===== src/rtl/apb_package.sv =====
// ============================================================================
//  Package : apb_package
//  Purpose : Shared constants and types for the APB memory link. Holds the
//            default bus geometry, the slave address window and the state
//            encoding of the APB initiator bridge.
//  Contents: ADDR_W, DATA_W, STRB_W, MEM_SIZE_K, BASE_ADDR, WIN_LO, WIN_HI,
//            apb_mst_state_e
//  Revision: 1.0 - initial release
// ============================================================================
`default_nettype none

package apb_package;

  localparam int ADDR_W     = 20;
  localparam int DATA_W     = 64;
  localparam int STRB_W     = DATA_W / 8;
  localparam int MEM_SIZE_K = 64;

  localparam logic [ADDR_W-1:0] BASE_ADDR = '0;

  // Window bounds carry one extra bit so a window ending exactly at the top
  // of the address space does not wrap back to zero.
  localparam logic [ADDR_W:0] WIN_LO = {1'b0, BASE_ADDR};
  localparam logic [ADDR_W:0] WIN_HI = WIN_LO + (ADDR_W+1)'(MEM_SIZE_K * 1024)
                                       - (ADDR_W+1)'(1);

  typedef enum logic [1:0] {
    IDLE   = 2'd0,
    SETUP  = 2'd1,
    ACCESS = 2'd2,
    RESP   = 2'd3
  } apb_mst_state_e;

endpackage

`default_nettype wire


===== src/rtl/apb_wait_timer.sv =====
// ============================================================================
//  Module  : apb_wait_timer
//  Purpose : Counts APB ACCESS cycles spent waiting for PREADY and flags the
//            last permitted wait cycle.
//  Ports   : clk_i      - clock, rising edge
//            rst_i      - synchronous active-high reset
//            clear_i    - return count to zero (has priority over en_i)
//            en_i       - count one waited cycle
//            expired_o  - count has reached TIMEOUT_CYC-1
//  Revision: 1.0 - initial release
// ============================================================================
`default_nettype none

module apb_wait_timer #(
  parameter int TIMEOUT_CYC = 16
) (
  input  logic clk_i,
  input  logic rst_i,
  input  logic clear_i,
  input  logic en_i,
  output logic expired_o
);

  localparam int CNT_W = $clog2(TIMEOUT_CYC + 1);

  logic [CNT_W-1:0] cnt_q;
  logic [CNT_W-1:0] cnt_d;

  always_comb begin
    cnt_d = cnt_q;
    if (clear_i) begin
      cnt_d = '0;
    end else if (en_i) begin
      cnt_d = cnt_q + CNT_W'(1);
    end
  end

  always_ff @(posedge clk_i) begin
    if (rst_i) begin
      cnt_q <= '0;
    end else begin
      cnt_q <= cnt_d;
    end
  end

  // Asserted during the final ACCESS cycle the slave is allowed to stall.
  assign expired_o = (cnt_q == CNT_W'(TIMEOUT_CYC - 1));

endmodule

`default_nettype wire


===== src/rtl/apb_master_bridge.sv =====
// ============================================================================
//  Module  : apb_master_bridge
//  Purpose : APB4 initiator. Turns single-beat valid/ready commands into
//            SETUP/ACCESS transfers, rejects out-of-window addresses without
//            touching the bus, bounds slave wait states with a timeout and
//            returns read data and status on a held valid/ready response.
//  Ports   : pclk, preset                 - clock / sync active-high reset
//            cmd_valid/ready/write/addr/wdata/strb - command channel
//            rsp_valid/ready/rdata/err/timeout     - response channel
//            PSEL, PENABLE, PWRITE, PADDR, PWDATA, PSTRB,
//            PRDATA, PREADY, PSLVERR      - APB4 initiator port
//  Revision: 1.0 - initial release
// ============================================================================
`default_nettype none

module apb_master_bridge #(
  parameter int                ADDR_W      = apb_package::ADDR_W,
  parameter int                DATA_W      = apb_package::DATA_W,
  parameter int                MEM_SIZE_K  = apb_package::MEM_SIZE_K,
  parameter logic [ADDR_W-1:0] BASE_ADDR   = apb_package::BASE_ADDR,
  parameter int                TIMEOUT_CYC = 16
) (
  input  logic                  pclk,
  input  logic                  preset,
  // command channel
  input  logic                  cmd_valid,
  output logic                  cmd_ready,
  input  logic                  cmd_write,
  input  logic [ADDR_W-1:0]     cmd_addr,
  input  logic [DATA_W-1:0]     cmd_wdata,
  input  logic [DATA_W/8-1:0]   cmd_strb,
  // response channel
  output logic                  rsp_valid,
  input  logic                  rsp_ready,
  output logic [DATA_W-1:0]     rsp_rdata,
  output logic                  rsp_err,
  output logic                  rsp_timeout,
  // APB initiator
  output logic                  PSEL,
  output logic                  PENABLE,
  output logic                  PWRITE,
  output logic [ADDR_W-1:0]     PADDR,
  output logic [DATA_W-1:0]     PWDATA,
  output logic [DATA_W/8-1:0]   PSTRB,
  input  logic [DATA_W-1:0]     PRDATA,
  input  logic                  PREADY,
  input  logic                  PSLVERR
);

  import apb_package::*;

  localparam int STRB_LW = DATA_W / 8;

  // Window test is done as an offset from the base: a borrow out of the
  // subtraction means the address is below the window.
  localparam logic [ADDR_W:0] WIN_SPAN = (ADDR_W+1)'(MEM_SIZE_K * 1024)
                                         - (ADDR_W+1)'(1);

  apb_mst_state_e state_q, state_d;

  logic                 write_q;
  logic [ADDR_W-1:0]    addr_q;
  logic [DATA_W-1:0]    wdata_q;
  logic [STRB_LW-1:0]   strb_q;
  logic [DATA_W-1:0]    rdata_q;
  logic                 err_q;
  logic                 tmo_q;

  logic                 accept;
  logic                 addr_in_win;
  logic [ADDR_W+1:0]    addr_off;
  logic                 access_done;
  logic                 access_abort;
  logic                 timer_clear;
  logic                 timer_en;
  logic                 timer_expired;

  // --------------------------------------------------------------------------
  // Command decode
  // --------------------------------------------------------------------------
  assign accept      = cmd_valid && (state_q == IDLE);
  assign addr_off    = {2'b00, cmd_addr} - {2'b00, BASE_ADDR};
  assign addr_in_win = !addr_off[ADDR_W+1] && (addr_off[ADDR_W:0] <= WIN_SPAN);

  // PREADY on the expiring cycle is a normal completion, so abort requires it low.
  assign access_done  = (state_q == ACCESS) && PREADY;
  assign access_abort = (state_q == ACCESS) && !PREADY && timer_expired;

  // --------------------------------------------------------------------------
  // Wait-state timer
  // --------------------------------------------------------------------------
  assign timer_clear = (state_q != ACCESS);
  assign timer_en    = (state_q == ACCESS) && !PREADY;

  apb_wait_timer #(
    .TIMEOUT_CYC (TIMEOUT_CYC)
  ) u_wait_timer (
    .clk_i     (pclk),
    .rst_i     (preset),
    .clear_i   (timer_clear),
    .en_i      (timer_en),
    .expired_o (timer_expired)
  );

  // --------------------------------------------------------------------------
  // FSM: state register
  // --------------------------------------------------------------------------
  always_ff @(posedge pclk) begin
    if (preset) begin
      state_q <= IDLE;
    end else begin
      state_q <= state_d;
    end
  end

  // --------------------------------------------------------------------------
  // FSM: next state
  // --------------------------------------------------------------------------
  always_comb begin
    state_d = state_q;
    unique case (state_q)
      IDLE: begin
        if (cmd_valid) begin
          state_d = addr_in_win ? SETUP : RESP;
        end
      end
      SETUP: begin
        state_d = ACCESS;
      end
      ACCESS: begin
        if (access_done || access_abort) begin
          state_d = RESP;
        end
      end
      RESP: begin
        if (rsp_ready) begin
          state_d = IDLE;
        end
      end
      default: begin
        state_d = IDLE;
      end
    endcase
  end

  // --------------------------------------------------------------------------
  // FSM: outputs
  // --------------------------------------------------------------------------
  always_comb begin
    cmd_ready = 1'b0;
    PSEL      = 1'b0;
    PENABLE   = 1'b0;
    rsp_valid = 1'b0;
    unique case (state_q)
      IDLE:    cmd_ready = 1'b1;
      SETUP:   PSEL      = 1'b1;
      ACCESS: begin
        PSEL    = 1'b1;
        PENABLE = 1'b1;
      end
      RESP:    rsp_valid = 1'b1;
      default: ;
    endcase
  end

  // --------------------------------------------------------------------------
  // Command and response registers
  // --------------------------------------------------------------------------
  always_ff @(posedge pclk) begin
    if (preset) begin
      write_q <= 1'b0;
      addr_q  <= '0;
      wdata_q <= '0;
      strb_q  <= '0;
      rdata_q <= '0;
      err_q   <= 1'b0;
      tmo_q   <= 1'b0;
    end else begin
      if (accept) begin
        if (addr_in_win) begin
          // Bus-facing registers only move for commands that reach the bus,
          // so a rejected command leaves the APB outputs untouched.
          write_q <= cmd_write;
          addr_q  <= cmd_addr;
          wdata_q <= cmd_wdata;
          strb_q  <= cmd_write ? cmd_strb : '0;
        end else begin
          rdata_q <= '0;
          err_q   <= 1'b1;
          tmo_q   <= 1'b0;
        end
      end else if (access_done) begin
        rdata_q <= write_q ? '0 : PRDATA;
        err_q   <= PSLVERR;
        tmo_q   <= 1'b0;
      end else if (access_abort) begin
        rdata_q <= '0;
        err_q   <= 1'b1;
        tmo_q   <= 1'b1;
      end
    end
  end

  assign PWRITE      = write_q;
  assign PADDR       = addr_q;
  assign PWDATA      = wdata_q;
  assign PSTRB       = strb_q;
  assign rsp_rdata   = rdata_q;
  assign rsp_err     = err_q;
  assign rsp_timeout = tmo_q;

endmodule

`default_nettype wire


===== config.mk =====
export PLATFORM = sky130hd
export DESIGN_NAME = apb_master_bridge
export DESIGN_NICKNAME = d
export VERILOG_FILES = /design/src/rtl/apb_package.sv /design/src/rtl/apb_wait_timer.sv /design/src/rtl/apb_master_bridge.sv
export SDC_FILE = /design/constraint.sdc
export NUM_CORES = 1
export LEC_CHECK = 0
export CORE_ASPECT_RATIO = 1.4
export CORE_MARGIN = 3
export CORE_UTILIZATION = 35
export CTS_CLUSTER_SIZE = 30
export DETAILED_ROUTE_END_ITERATION = 10
export PLACE_DENSITY = 0.75
export SYNTH_ARGS = -nofsm -noshare
export SYNTH_HDL_FRONTEND = slang
export SYNTH_SLANG_ARGS = --single-unit
export TNS_END_PERCENT = 30

===== constraint.sdc =====
create_clock -name pclk -period 1.9 [get_ports pclk]
set_input_delay 0.285 -clock pclk [delete_from_list [all_inputs] [get_ports pclk]]
set_output_delay 0.285 -clock pclk [all_outputs]
set_load 0.02 [all_outputs]

* Word-level counts from Yosys, hierarchy flattened
Cells that the tools add are included.
** Operators by class
- Add/subtract/negate cells :: 1
- Magnitude comparators :: 1
- Eq/ne operators :: 9
- Multiplexer cells :: 22
- Reduce and logical (&&, ||, !) cells :: 13
** Operators with widths (count)
- $mux W64 :: 5
- $le A20 B16 Y1 const B :: 1
- $mux W1 :: 11
- $mux W2 :: 4
- $mux W8 :: 1
- $ne A2 B2 Y1 const B :: 4
- $pmux W2 S4 :: 1
- $add A5 B1 Y5 const B :: 1
- $eq A5 B4 Y1 const B :: 1
- $eq A2 B2 Y1 const B :: 2
- $logic_and A1 B1 Y1 :: 4
- $reduce_and A2 Y1 :: 2
- $reduce_or A2 Y1 :: 2
- $reduce_and A3 Y1 :: 1
- $reduce_bool A3 Y1 :: 1
- $eq A2 B1 Y1 const B :: 1
- $logic_not A2 Y1 :: 1
- $ne A2 B1 Y1 const B :: 1
- $logic_not A1 Y1 :: 1
- $logic_or A1 B1 Y1 :: 1
** Word-level totals
- Flip-flop bits (word level) :: 166
- Bits of input ports :: 163
- Word-level logic and storage cells :: 55

* Logic depth before layout (Yosys ltp)
Gate-level depths: netlist of the first run.
- Depth after elaboration :: 6
- Mapped depth :: 8
- Depth with buffers taken out :: 6

* Modules after synthesis
A second synthesis of the first run with hierarchy kept.
** Unflattened totals
- Cell total of the unflattened synthesis :: 624
- Area, all modules :: 6028.3 um^2
** By module, submodules not included
- apb_master_bridge :: times used 1, cells each 600, area an instance 5770.5 um^2, sequential area each 3223.1 um^2
- apb_wait_timer :: times used 1, cells each 24, area an instance 257.7 um^2, sequential area each 100.1 um^2

* Least setup slack after synthesis of the first run
No wires, ideal clock.
- Path type :: register -> register
- Start :: reg state_q[0]
- End :: reg rdata_q[25], in the netlist rsp_rdata[25]
- Library setup time :: 0.117 ns
- Data arrival time :: 1.849 ns
- Slack :: -0.067 ns
- Cell stages (with the launch flop) :: 8
- Clock period less this slack :: 1.967 ns
- Cells stage by stage :: dfxtp_1 > inv_1 > ha_1 > nand2_1 > mux2_2 > buf_2 > buf_2 > a32o_1
** Between the ends
- Cells in the longest elaborated chain, start to end :: 5
- Elaborated cells between the ends (all ways) :: 11
- Classes of those cells :: eq/ne (2); mux (2); reduce/logical (7)
** RTL lines
- from (decl) :: line apb_master_bridge.sv:59 : apb_mst_state_e state_q, state_d;
- from (signal assigned) :: line apb_master_bridge.sv:112 : state_q <= state_d;
- $eq A2 B2 Y1 :: line apb_master_bridge.sv:86, apb_master_bridge.sv:87
- $logic_and A1 B1 Y1 (2 in series) :: line apb_master_bridge.sv:87 : assign access_abort = (state_q == ACCESS) && !PREADY && timer_expired;
- $reduce_bool A3 Y1 (no source line)
- $reduce_and A2 Y1 (no source line)
- to (signal assigned) :: line apb_master_bridge.sv:193 : rdata_q <= write_q ? '0 : PRDATA;
- to (decl) :: line apb_master_bridge.sv:65 : logic [DATA_W-1:0] rdata_q;
Several ways; a longest one is shown, not always the timed one.
A chain may end at the register's enable or synchronous reset.

* Worst setup path in the final report of the first run
- Start :: reg write_q, in the netlist PWRITE
- End :: out PWRITE
** RTL lines
- from (decl) :: line apb_master_bridge.sv:61 : logic write_q;
- from (signal assigned) :: line apb_master_bridge.sv:183 : write_q <= cmd_write;
- to (decl) :: line apb_master_bridge.sv:41 : output logic PWRITE,
No word-level cell between the ends.

==> flow_metrics.tcl, run 1 <==
set metrics [dict create \
    worst_slack_ps 75.7 \
    async_reset_ff_share_pct 0 \
    worst_pin_slew_ps 610 \
    finalSetupViolCount 0 \
    path_buf_inv 1 \
    fin_util_pct 61.3 \
    min_period_ps 1820 \
    hold_slack_ps 254 \
    design.final.nets 1086 \
    fin_crit_sh_pct 96.0 \
    antenna_found_initial 0 \
    vias 6031 \
    postCtsHoldBufs 0 \
    synth_edf_count 0 \
    dieArea_sq_um 18700 \
    synthToLayoutAreaGrowth_pct 69.0 \
    status "finished clean" \
    synthesis.area_sq_um 5970 \
    hold_path_depth 2 \
    core.rowCount 55 \
    layout_common_cells "clkdlybuf4s50_1 (320), dfxtp_1 (165), a21oi_1 (91)" \
    synth_cell_type_count 31 \
    wl_per_cell_um 18.6 \
    path_depth 1 \
    core-area_sq_um 16400 \
    slew_headroom_pct 59.3 \
    grt_max_degree 91 \
    clock_skew_ps 11.6 \
    grt_use_total_pct 21.6 \
    p_per_area_nw_per_um2 955 \
    cts_tree "built" \
    multi_input_comb_area_sq_um 2370 \
    ir_drop_mv 0.421 \
    seq_area_sq_um 3320 \
    path_delay_family "buffers and inverters" \
    final_common_cell "clkdlybuf4s50_1" \
    cts_made_buffers 17 \
    max_freq_mhz 548 \
    critPathCaptureType "output pin" \
    synth.area.top_cells "dfxtp_1 (56%), a32o_1 (11%), a21oi_1 (7.6%)" \
    grt_pass1_vias 5881 \
    syn_area_per_cell_sq_um 9.61 \
    slowest_delay_ps 690 \
    startpoint_type "flop" \
    cts_sinks 166 \
    worstPathArrival_ps 1540 \
    p_leak_nw 3.47 \
    overflow 0 \
    nFillCells 1411 \
    slowest_stage "clkdlybuf4s50_1" \
    postCtsSetupBuffers 0 \
    dpl.hpwl_um 14400 \
    grt_pass1_wl_um 31600 \
    clock_latency_ps 430 \
    first_pass_iters 5 \
    ant_nets 0 \
    synth_top_area_share_pct 55.7 \
    yosysWarnings 0 \
    diodes 0 \
    yosysSeqAreaShare_pct 55.7 \
    crit_path_cell_trace "clkdlybuf4s50_1" \
    synth_fp_nets 790 \
    critPathRequiredTime_ps 1620 \
    maxSlewViolCount 0 \
    root_buffer "clkbuf_16" \
    clkTransAtPathRegs_ps 70 \
    fin_total_pwr_mw 9.64 \
    num_io_pins 326 \
    die_w_um 116 \
    rr_worst_depth 7 \
    timing.final.hold_violations 0 \
    synthFlopType "dfxtp_1" \
    totalWireLength_um 21000 \
    cts_resized 3 \
    cts_buffer_depth 2 \
    port_buffers 325 \
    synth.largest_area_cell "dfxtp_1" \
    layout-drive-gt1-share_pct 7.10 \
    vias_per_cell 5.35 \
    gp_congestion 0.777 \
    cp_max_fo 3 \
    synth-seq-cells 166 \
    initial_core_util_pct 36.3 \
    fp.dieH_um 161 \
    synthCells 621 \
    critical_path_class "flop to output pin" \
    maxCapViolations 0 \
    rsz0062_at_grt "no" \
    place_ws_ps -223 \
    drc 0 \
    drt_iter0_markers 446 \
    hold_class "input port to flop" \
    htreeDepth 4 \
]
==> layer usage <==
layer / share of wire [%] / wire (um) / global-route usage (%)
met1: 38 / 7890 / 24.8
met4: 2.5 / 517 / 8.44
met5: 0.029 / 6 / 0
met3: 11 / 2230 / 8.74
met2: 49 / 10400 / 35.4
==> kinds of logic after synthesis <==
| family | synth area share [%] |
|---|---|
| AOI/OAI and AO/OA | 26.6 |
| and+or+nand+nor | 10.5 |
| DFF | 55.7 |
| muxes | 0.524 |
| xor gates and xnor gates | 0.440 |
| buffers and inverters | 4.99 |
| adders and majority gates | 1.26 |
==> state kept, by name, summed over array words and instances, names as in the netlist <==
name	cells
u_wait_timer.cnt_q	5
rsp_timeout	1
rsp_err	1
PWDATA	64
rsp_rdata	64
PADDR	20
PWRITE	1
state_q	2
PSTRB	8
==> Yosys cell counts (all sizes together), types with 2 or more instances <==
cell and count:
nand3 82, nand4 8, mux2i 2, nand2 5, nor2 6, nor4 2, xor2 2, a21oi 91
o21ai 90, o31ai 2, clkbuf 64, dfxtp 166, ha 6, a32o 64, nand2b 2, and3 5
inv 6, buf 7
==> report_power, final <==
group / total (mW) / leakage, nW / internal (mW) / switching [mW]
clock: 3.49 / 0.280 / 1.97 / 1.51
combinational: 2.39 / 1.85 / 1.03 / 1.36
sequential: 3.76 / 1.34 / 3.66 / 0.0984
==> per-stage QoR <==
stage | area (sq um) | TNS [ps] | instances
detailed placement | 9480 | -19370 | 1097
finish | 10100 | 0 | 1128
floorplan | 5980 | 0 | 621
global placement | 9480 | -16820 | 1097
global route | 10100 | 0 | 1128
CTS | 10100 | 0 | 1128
==> path summary, 6_finish.rpt <==
path / from / to / slack, ps
setup reg to reg: u_wait_timer.cnt_q[1] / rsp_rdata[59] / 110
hold reg to reg: rsp_err / rsp_err / 470
hold / removal: preset / PWDATA[32] / 250
setup / recovery: PWRITE / PWRITE / 80
==> layout make-up <==
class	count	share of cell area (%)
clock buffer	17	4.22
clock inverter	14	1.65
inverter	6	0.223
multi-input combinational	378	23.5
sequential	166	33.0
tap	199	2.47
timing repair buffer	348	34.9
Power figures use the tool's default switching activity.
==> run 2, diff against run 1 <==
--- a/config.mk
+++ b/config.mk
@@ -5,12 +5,16 @@
 export SDC_FILE = /design/constraint.sdc
 export NUM_CORES = 1
 export LEC_CHECK = 0
+export CELL_PAD_IN_SITES_DETAIL_PLACEMENT = 0
+export CELL_PAD_IN_SITES_GLOBAL_PLACEMENT = 2
 export CORE_ASPECT_RATIO = 1.4
 export CORE_MARGIN = 3
-export CORE_UTILIZATION = 35
+export CORE_UTILIZATION = 19
 export CTS_CLUSTER_SIZE = 30
 export DETAILED_ROUTE_END_ITERATION = 10
-export PLACE_DENSITY = 0.75
+export GPL_TIMING_DRIVEN = 0
+export PLACE_DENSITY = 0.74
+export RECOVER_POWER = 25
 export SYNTH_ARGS = -nofsm -noshare
 export SYNTH_HDL_FRONTEND = slang
 export SYNTH_SLANG_ARGS = --single-unit
==> run 2 against run 1 <==
Power increased by 3.7%. First-iteration DRC count decreased by 42%. Critical endpoint is now rsp_rdata[37]. Sequential share of layout area fell by 1.4 points. Non-clock buffer count is 53 higher. Critical path type is now flop to flop. Maximum frequency down 1.9%. Sequential cell count unchanged.
==> flow_metrics.tcl, run 2 (synthesized netlist as in run 1, its figures left out) <==
set metrics [dict create \
    hold_slack_ps 223 \
    cts_made_buffers 17 \
    grt_pass1_vias 6412 \
    clkTransAtPathRegs_ps 70 \
    worst_pin_slew_ps 790 \
    drc 0 \
    critPathRequiredTime_ps 2230 \
    grt_max_degree 17 \
    internal_power_mw 6.81 \
    p_leak_nw 3.77 \
    core-area_sq_um 30900 \
    first_pass_iters 4 \
    htreeDepth 4 \
    maxSlewViolCount 0 \
    slew_headroom_pct 47.3 \
    postCtsHoldBufs 0 \
    r2r_start "u_wait_timer.cnt_q[0]" \
    startpoint_type "flop" \
    placed_cells 1333 \
    min_period_ps 1860 \
    grt_use_total_pct 14.5 \
    fin_util_pct 34.2 \
    hold_path_depth 3 \
    seq_power_share_pct 37.6 \
    fin_crit_sh_pct 97.9 \
    initial_core_util_pct 19.3 \
    ir_drop_mv 0.549 \
    gp_congestion 0.751 \
    nFillCells 3225 \
    port_buffers 322 \
    critical_path_class "flop to flop" \
    cts_tree "built" \
    worstReg2RegEnd "rsp_rdata[37]" \
    grt_pass1_wl_um 37600 \
    max_freq_mhz 538 \
    layout_common_cells "clkdlybuf4s50_1 (260), dfxtp_1 (164), a21oi_1 (91)" \
    clock_skew_ps 9.18 \
    cts_buffer_depth 2 \
    worstPathArrival_ps 2190 \
    maxCapViolations 0 \
    core.rowCount 76 \
    dpl.hpwl_um 18700 \
    layout-drive-gt1-share_pct 9.05 \
    hold_class "input port to flop" \
    switching_share_pct 31.9 \
    switchingPower_mw 3.19 \
    pwr-share-clk_pct 35.0 \
    timing.final.hold_violations 0 \
    ant_nets 0 \
    cts_sinks 166 \
    root_buffer "clkbuf_16" \
    fp.dieH_um 216 \
    drt_iter0_markers 260 \
    critPathCaptureType "flop" \
    post-route-cell-area_sq_um 10600 \
    wl_per_cell_um 18.2 \
    reg2reg_slack_ps 40 \
    p_per_area_nw_per_um2 947 \
    finalSetupViolCount 0 \
    final_cells 1374 \
    status "finished clean" \
    vias_per_cell 4.51 \
    antenna_found_initial 3 \
    final_common_cell "clkdlybuf4s50_1" \
    holdPathEnd "u_wait_timer.cnt_q[0]" \
    dpl_cell_area_sq_um 9690 \
    dieArea_sq_um 33600 \
    rr_worst_depth 8 \
    die_w_um 156 \
    design.final.nets 1139 \
    vias 6202 \
    overflow 0 \
    hold_start "PREADY" \
    totalWireLength_um 25000 \
    synthToLayoutAreaGrowth_pct 76.9 \
    num_io_pins 326 \
    clock_latency_ps 440 \
    p_comb_share_pct 27.4 \
    rsz0062_at_grt "yes" \
    cp_max_fo 10 \
]
-- run 2: cell types whose count changed in the layout (fill, tap and decap cells not counted), sizes merged --
cell,change
clkbuf,+65
clkdlybuf4s50,-60
dlygate4sd3,+57
buf,-7
inv,-4
clkinv,+3
dlygate4sd2,+3
bufinv,-1
clkdlybuf4s15,-1
diode,+1
dlymetal6s2s,-1
-- run 2: timing repair --
action,CTS,global route
buffers inserted,7,2
endpoints found under the setup margin,165,150
cloned,0,1
pin swaps,2,1
gates resized for setup,42,47
-- run 2: per-layer routing --
metal  GRT usage [%]  up-vias  part of all wire [%]
met5               0        -                 0.088
met4            5.66        4                   2.0
met3            4.49       26                   7.1
met2            25.9      234                    51
met1            16.0     2902                    40
li1                -     3036                     -
-- run 2: worst max path at each step --
stage | cells after the start | end | start | slack, ps
3_5_place_dp | 5 | rsp_timeout | cmd_addr[19] | -1130
2_1_floorplan | 7 | rsp_rdata[25] | state_q[0] | 70
4_1_cts | 3 | PENABLE | state_q[0] | -6
3_3_place_gp | 5 | rsp_timeout | cmd_addr[19] | -1120
5_1_grt | 8 | rsp_rdata[37] | u_wait_timer.cnt_q[0] | -50
6_report | 8 | rsp_rdata[37] | u_wait_timer.cnt_q[0] | 40
-- run 2: worst max-delay path: stages, from the launching register on --
cell,delay (ps)
dfxtp_4,370
ha_4,130
and3_1,190
ha_4,140
o21ai_0,60
mux2_4,310
buf_12,150
buf_6,140
a32o_1,260
-- run 2: layout make-up --
| type | count | area, sq um | share of cell area, % |
|---|---|---|---|
| tap | 390 | 488 | 4.62 |
| inverter | 6 | 22.5 | 0.213 |
| antenna | 1 | 2.50 | 0.0237 |
| timing repair buffer | 332 | 3320 | 31.5 |
| clock buffer | 20 | 467 | 4.42 |
| sequential | 166 | 3330 | 31.5 |
| buffer | 69 | 378 | 3.58 |
| clock inverter | 12 | 120 | 1.14 |
| multi-input combinational | 378 | 2430 | 23.0 |
-- run 2: through the flow --
stage / power [mW] / setup TNS [ps] / worst slack, ps
after global placement: 6.29 / -128040 / -1120
after global routing: 10.5 / -1670 / -51.7
after floorplan: 5.03 / 0 / 73.1
after CTS: 10.0 / -19.4 / -5.98
final: 10.0 / 0 / 40.6
after detailed placement: 6.30 / -136080 / -1130
-- run 2: power by group through the flow --
stage	clock network, mW	registers [mW]	logic [mW]
2_1_floorplan	0	4.03	1.00
3_3_place_gp	0	3.83	2.46
3_5_place_dp	0	3.84	2.46
4_1_cts	3.65	3.76	2.64
5_1_grt	3.76	3.78	2.96
6_report	3.50	3.76	2.74
==> run 3, diff against run 2 <==
--- a/config.mk
+++ b/config.mk
@@ -12,8 +12,7 @@
 export CORE_UTILIZATION = 19
 export CTS_CLUSTER_SIZE = 30
 export DETAILED_ROUTE_END_ITERATION = 10
-export GPL_TIMING_DRIVEN = 0
-export PLACE_DENSITY = 0.74
+export PLACE_DENSITY = 0.82
 export RECOVER_POWER = 25
 export SYNTH_ARGS = -nofsm -noshare
 export SYNTH_HDL_FRONTEND = slang
==> run 3 against run 2 <==
Utilization down 0.28 points. First-iteration DRC count up 65%. Sequential cell count unchanged. Final cell count down 2.8%. Via count down 2.1%. Clock-buffer cell count up 1. Sequential power about the same. Highest routed layer is now met4. Non-clock buffer count down 36. Design area down 0.82%. Register-to-register slack better by 60 ps. Critical endpoint is now rsp_rdata[18].
==> flow_metrics.tcl, run 3 (synthesized netlist as in run 1, its figures left out) <==
set metrics [dict create \
    status "finished clean" \
    holdPathEnd "PWDATA[14]" \
    startpoint_type "flop" \
    ir_drop_mv 0.504 \
    maxSlewViolCount 0 \
    grt_pass1_vias 5940 \
    num_io_pins 326 \
    dpl.hpwl_um 16300 \
    dieArea_sq_um 33600 \
    max_freq_mhz 557 \
    dpl_cell_area_sq_um 9920 \
    grt_max_degree 70 \
    maxCapViolations 0 \
    hold_class "input port to flop" \
    cts_made_buffers 17 \
    critPathRequiredTime_ps 2200 \
    cts_sinks 166 \
    grt_use_total_pct 13.3 \
    core-area_sq_um 30900 \
    r2r_start "u_wait_timer.cnt_q[1]" \
    cts_buffer_depth 2 \
    cts_tree "built" \
    drt_iter0_markers 428 \
    path_buf_inv 1 \
    fin_crit_sh_pct 94.5 \
    slew_headroom_pct 66.3 \
    critPathCaptureType "flop" \
    clock_skew_ps 8.26 \
    fp.dieH_um 216 \
    met3_usage_pct 4.55 \
    layout_common_cells "clkdlybuf4s50_1 (260), dfxtp_1 (164), a21oi_1 (91)" \
    vias_per_cell 4.54 \
    clkTransAtPathRegs_ps 60 \
    cp_common_cell "ha_1" \
    use_met2_pct 23.2 \
    ant_nets 0 \
    final_common_cell "clkdlybuf4s50_1" \
    core.rowCount 76 \
    drc 0 \
    htreeDepth 4 \
    grt_pass1_wl_um 34600 \
    root_buffer "clkbuf_16" \
    min_period_ps 1800 \
    slowest_delay_ps 340 \
    totalWireLength_um 23200 \
    first_pass_iters 6 \
    vias 6069 \
    p_per_area_nw_per_um2 932 \
    worst_pin_slew_ps 504 \
    grt-busiest-layer "met2" \
    finalSetupViolCount 0 \
    placed_cells 1304 \
    grt_use_met1_pct 15.0 \
    hold_slack_ps 185 \
    cp_max_fo 30 \
    timing.final.hold_violations 0 \
    critical_path_class "flop to flop" \
    crit_path_cell_trace "ha_1, and3_1, ha_1, o21ai_0, mux2_4, buf_12, a32o_1" \
    p_leak_nw 3.76 \
    clock_latency_ps 420 \
    synthToLayoutAreaGrowth_pct 75.4 \
    nFillCells 3204 \
    final_cells 1336 \
    slowest_stage "dfxtp_2" \
    antenna_found_initial 2 \
    gp_congestion 0.730 \
    design.final.nets 1103 \
    wl_per_cell_um 17.4 \
    hold_start "preset" \
    initial_core_util_pct 19.3 \
    hold_path_depth 2 \
    worstPathArrival_ps 2100 \
    layout-drive-gt1-share_pct 8.58 \
    post-route-cell-area_sq_um 10500 \
    overflow 0 \
    reg2reg_slack_ps 100 \
    worstReg2RegEnd "rsp_rdata[18]" \
    postCtsHoldBufs 0 \
    die_w_um 156 \
    port_buffers 325 \
    rr_worst_depth 7 \
    path_delay_family "compound AO/OA/AOI/OAI gates" \
]
## run 3: cell count changes in the layout (fill, tap and decap cells not counted), sizes merged
| cell | before | now |
|---|---|---|
| inv | 9 | 7 |
| clkdlybuf4s15 | 2 | 1 |
| dlygate4sd3 | 57 | 59 |
| dlygate4sd2 | 3 | 2 |
| buf | 17 | 40 |
| clkbuf | 82 | 24 |
| diode | 1 | 2 |
| clkinvlp | 4 | 2 |
| bufinv | 1 | 2 |
| clkinv | 4 | 3 |
## run 3: worst max-delay path by stage
stage	from	end	slack, ps	cells past startpoint
floorplan	state_q[0]	rsp_rdata[25]	70	7
global placement	cmd_addr[19]	rsp_rdata[27]	-270	7
detailed placement	cmd_addr[19]	rsp_rdata[32]	-270	7
CTS	u_wait_timer.cnt_q[1]	rsp_rdata[8]	20	7
global route	u_wait_timer.cnt_q[1]	rsp_rdata[0]	-20	7
finish	u_wait_timer.cnt_q[1]	rsp_rdata[18]	100	7
## run 3: worst register-to-register path, delay by kind of cell, from the launching register on
kind,cells,cell delay (ps)
compound gates,2,360
fa+ha+maj,2,310
buf+inv,1,180
flops,1,340
mux,1,330
simple gates,1,170
## run 3: through the flow
step	setup WS (ps)	setup TNS, ps	util, %	total power [mW]
final	104	0	33.9	9.76
after global routing	-20.4	-364	33.9	10.3
after CTS	16.0	0	34.0	10.0
after detailed placement	-265	-31460	32.1	6.46
after global placement	-272	-32240	32.1	6.46
after floorplan	73.1	0	-	5.03
## run 3: final cells by class
cell class | count | area (sq um) | share of cell area (%)
inverters | 6 | 22.5 | 0.215
clock buffers | 21 | 480 | 4.59
well taps | 390 | 488 | 4.66
diodes | 2 | 5.00 | 0.0478
repair buffers | 365 | 3690 | 35.3
multi-input cells | 378 | 2360 | 22.5
flip-flops and latches | 166 | 3330 | 31.8
clock inverters | 8 | 98.8 | 0.944
## run 3: power by group
group,internal [mW],switching (mW)
Clock,2.05,1.42
Sequential,3.67,0.0931
Combinational,1.10,1.43
## run 3: routing by layer
metal  wire length, um  up-vias
met4               310        0
met5                 0        -
met2             11800      228
met1              9390     2881
li1                  -     2946
met3              1750       14
## run 3: repair_timing
item	CTS	global route
endpoints found under the hold margin	0	0
gates resized for setup	8	6
gates cloned	0	0
endpoints found under the setup margin	4	66
buffers inserted	0	1
